File: src/rtl/mult_unit.sv
// mult_unit: iterative shift-add multiplier writing a 2*WIDTH product into hi/lo.
// Optional MULT_EARLY_TERM_EN: leave RUN as soon as the remaining multiplier bits are all zero.
module mult_unit #(
   parameter int WIDTH = 32
) (
   input  logic             clk,
   input  logic             rst,
   input  logic             start_mult,
   input  logic             mult_sign,
   input  logic [WIDTH-1:0] operand_a,
   input  logic [WIDTH-1:0] operand_b,
   input  logic             mf_read,
   output logic [WIDTH-1:0] hi,
   output logic [WIDTH-1:0] lo,
   output logic             busy,
   output logic             done,
   output logic             stall
);
   localparam int CW = $clog2(WIDTH + 1);
   typedef enum logic [1:0] {IDLE, RUN, FINISH} state_t;
   state_t             state;
   logic [2*WIDTH-1:0] mcand;
   logic [2*WIDTH-1:0] acc;
   logic [2*WIDTH-1:0] acc_next;
   logic [WIDTH-1:0]   mplier;
   logic [WIDTH-1:0]   mplier_next;
   logic [WIDTH-1:0]   mag_a;
   logic [WIDTH-1:0]   mag_b;
   logic [CW-1:0]      count;
   logic               neg;
   logic               last;
   // Operand magnitudes, one shift-add step and the RUN exit condition.
   always_comb begin
      mag_a       = (mult_sign & operand_a[WIDTH-1]) ? -operand_a : operand_a;
      mag_b       = (mult_sign & operand_b[WIDTH-1]) ? -operand_b : operand_b;
      acc_next    = mplier[0] ? acc + mcand : acc;
      mplier_next = mplier >> 1;
`ifdef MULT_EARLY_TERM_EN
      last        = (count == CW'(1)) || (mplier_next == '0);
`else
      last        = (count == CW'(1));
`endif
   end
   // Control FSM; busy stays high through the done cycle so a held MFHI/MULT waits one more cycle.
   always_ff @(posedge clk or posedge rst) begin
      if (rst) begin
         state  <= IDLE;
         hi     <= '0;
         lo     <= '0;
         busy   <= 1'b0;
         done   <= 1'b0;
         mcand  <= '0;
         mplier <= '0;
         acc    <= '0;
         count  <= '0;
         neg    <= 1'b0;
      end else begin
         done <= 1'b0;
         case (state)
            IDLE: begin
               if (start_mult && !busy) begin
                  mcand  <= {{WIDTH{1'b0}}, mag_a};
                  mplier <= mag_b;
                  neg    <= mult_sign & (operand_a[WIDTH-1] ^ operand_b[WIDTH-1]);
                  acc    <= '0;
                  count  <= CW'(WIDTH);
                  busy   <= 1'b1;
                  state  <= RUN;
               end else begin
                  busy <= 1'b0;
               end
            end
            RUN: begin
               acc    <= acc_next;
               mplier <= mplier_next;
               mcand  <= mcand << 1;
               count  <= count - CW'(1);
               state  <= last ? FINISH : RUN;
            end
            FINISH: begin
               {hi, lo} <= neg ? -acc : acc;
               done     <= 1'b1;
               state    <= IDLE;
            end
            default: state <= IDLE;
         endcase
      end
   end
   // Hold the pipeline while a multiply owns hi/lo.
   always_comb stall = busy & (mf_read | start_mult);
endmodule

File: config.mk
export PLATFORM = sky130hd
export DESIGN_NAME = mult_unit
export DESIGN_NICKNAME = d
export VERILOG_FILES = /design/src/rtl/mult_unit.sv
export SDC_FILE = /design/constraint.sdc
export NUM_CORES = 1
export LEC_CHECK = 0
export CORE_MARGIN = 1
export CORE_UTILIZATION = 45
export CTS_CLUSTER_DIAMETER = 30
export DETAILED_ROUTE_END_ITERATION = 16
export DONT_BUFFER_PORTS = 1
export GPL_ROUTABILITY_DRIVEN = 0
export PLACE_DENSITY = 0.58
export RECOVER_POWER = 50
export SLEW_MARGIN = 20
export SYNTH_ARGS = -nofsm -noshare
export SYNTH_HDL_FRONTEND = slang
export SYNTH_SLANG_ARGS = --single-unit
File: constraint.sdc
create_clock -name clk -period 14.6 [get_ports clk]
set_clock_uncertainty 0.2 [all_clocks]
set_input_delay 1.46 -clock clk [delete_from_list [all_inputs] [get_ports clk]]
set_output_delay 1.46 -clock clk [all_outputs]
set_load 0.05 [all_outputs]
==> impl_metrics.ini <==
[outcome]
status = finished with violations
violations = capacitance limit, slew limit

[final_layout]
final_core_util = 0.534
synthToLayoutAreaGrowth_pct = 16.5
nNetsFinal = 1847
fillers = 3057
drive_above_1_share = 0.0762

[timing]
finalHoldViolations = 0
min_period_over_period = 0.503
drv_slew = 513
grt_setup_unrepaired = false
fmax_ghz = 0.136
finalCriticalPeriod_ns = 7.34
setup_viol = 0
fin_setup_tns_ns = 0
timing.slew.headroom = -1.90
tightest_slew_ns = 4.32

[logic_synthesis]
synth_seq_cells = 235
syn-num-nets = 1878
yosys-top-cells-count = 280 x nand2_1, 235 x dfrtp_1, 168 x o21ai_0, 108 x xor2_1, 97 x a21oi_1
yosysWarnings = 0
ys_seq_area_frac = 0.395
syn_area_per_cell_um2 = 8.56
synth.most_common_cell = nand2_1
synth_cell_types = 70
yosysTopAreaCell = dfrtp_1
ys.flop_type = dfrtp_1
yosysTopAreaCellShare = 0.395
synth_edf_count = 0
syn-cell-area_um2 = 14900
synth_cells = 1740
synth.top_cells.by_area = dfrtp_1 39%, nand2_1 7.1%, xor2_1 6.3%, ha_1 5.7%, o21ai_0 5.6%
async_reset_ff_frac = 1.00

[pwr]
ir_drop_mv = 0.119
leakage_nw = 7.56
cellPowerDensity_nw_per_um2 = 265
total_power_w = 0.00461

[cts]
hold_buffers = 0
cts_resized = 0
numCtsBuffers = 58
cts.sinks = 235
clkTransAtPathRegs_ns = 0.04
htreeDepth = 2
cts_tree = yes
cts-root-buf = clkbuf_16
cts_buffer_depth = 3
clkLatencyLatePin_ns = 0.60
postCtsSetupRepairBufs = 0

[critical_path]
crit_type = in2async
cp_cell_sequence = clkinvlp_2, clkbuf_1, buf_4
r2r_slack_ns = 8.98
end_kind = async pin
worst_path_max_delay_cell = clkbuf_1
start_kind = primary input
slowest_delay_ns = 2.75
r2r_end = count[4]
cp_max_fo = 99
r2r-start = state[0]
worstPathArrival_ns = 7.73
crit_required_ns = 14.99
rr_worst_depth = 5

[route]
drt_iter0_drc = 658
drtPass1Iterations = 5
viasPerCell = 5.78
via_count = 12714
detail-route-antenna-nets = 0
detail_route.wl_per_cell_um = 17.9
wirelength_um = 39500
drc = 0

[floorplan]
coreArea_um2 = 32500
fp.dieArea_um2 = 33800
die_w_um = 184
initial_core_util = 0.458
fp.dieH_um = 184
rows = 66
ios = 136

[global_routing]
grt_pass1_wl_um = 64500
overflow = 0
grt_pass1_vias = 12292
grtUsageTotal = 0.238
grt_max_degree = 107
grt_antenna_before_repair = 0

[min_path]
hold_end = neg
worstHoldStart = neg
worstHoldPathCells = 2
hp-class = reg2reg

[place]
io_buffers = 0
dp_hpwl_um = 27600

[job]
maxCapViolCount = 8
==> kinds of logic after synthesis <==
family          count (synthesis)  share of synthesized area
compound gates                572                      0.237
simple gates                  549                      0.170
flops                         235                      0.395
xor+xnor                      174                      0.102
buf+inv                       135                     0.0341
fa+ha+maj                      69                     0.0584
mux                             6                    0.00420
==> layer usage <==
layer  global-route usage  vias to the layer above  share of wire
li1                     -                     6225              -
met4               0.0763                        0          0.024
met1                0.335                     6056           0.47
met5                    0                        -              0
met3               0.0521                       66          0.065
met2                0.362                      367           0.44
==> final cells by class <==
type	instances	area [um^2]	share of cell area
repair buffers	11	63.8	0.00367
well taps	442	553	0.0318
clock inverters	41	662	0.0381
diodes	1	2.50	0.000144
flip-flops and latches	235	5880	0.339
multi-input cells	1370	8520	0.490
inverters	33	125	0.00721
clock buffers	68	1560	0.0898
==> cells in the final DEF (no fill, tap or decap), drive strengths merged, types with 6 or more instances in the layout <==
master / n
a21o: 28
a21oi: 97
a22oi: 58
a31oi: 12
and3: 8
buf: 6
bufinv: 13
clkbuf: 73
clkinv: 15
dfrtp: 235
ha: 68
inv: 41
nand2: 280
nand2b: 12
nand3: 52
nand4: 19
nor2: 78
nor2b: 9
nor3: 23
nor3b: 6
nor4: 11
o211ai: 7
o21a: 13
o21ai: 245
o21bai: 9
o31ai: 34
o41ai: 21
or2: 9
or3: 16
or4: 13
xnor2: 66
xor2: 108
==> sequential cells by signal, summed over array words and instances, names as in the netlist <==
register  cells
acc          64
mplier       32
busy          1
neg           1
lo           32
state         2
hi           32
count         6
done          1
mcand        64
==> report_power, final <==
| group | internal (W) | switching (W) | total, W |
|---|---|---|---|
| Sequential | 0.000926 | 0.000563 | 0.00149 |
| Combinational | 0.000642 | 0.00103 | 0.00167 |
| Clock | 0.00100 | 0.000441 | 0.00144 |
| Total | 0.00257 | 0.00204 | 0.00461 |
==> worst max-delay path, delay by kind of cell <==
family                 cells  cell delay, ns
buffers and inverters      3            6.15
==> how the worst max path moves through the flow <==
stage	from	to	slack [ns]
after CTS	acc[0]	acc[60]	9.90
after global placement	operand_a[3]	mcand[29]	9.86
after detailed placement	operand_a[3]	mcand[29]	9.77
after global routing	rst	neg	5.78
final	rst	mcand[56]	7.26
after floorplan	rst	acc[0]	6.49
==> stage by stage <==
| stage | cells | cell area, um^2 | setup slack (ns) | hold WS [ns] |
|---|---|---|---|---|
| 5_1_grt | 2200 | 17400 | 5.78 | 0.306 |
| 3_5_place_dp | 2090 | 15200 | 9.77 | 0.265 |
| 3_3_place_gp | 2090 | 15200 | 9.86 | 0.256 |
| 6_report | 2201 | 17400 | 7.26 | 0.271 |
| 2_1_floorplan | 1740 | 14900 | 6.49 | 0.247 |
| 4_1_cts | 2199 | 17400 | 9.90 | 0.275 |
(Power assumes the default switching activity.)
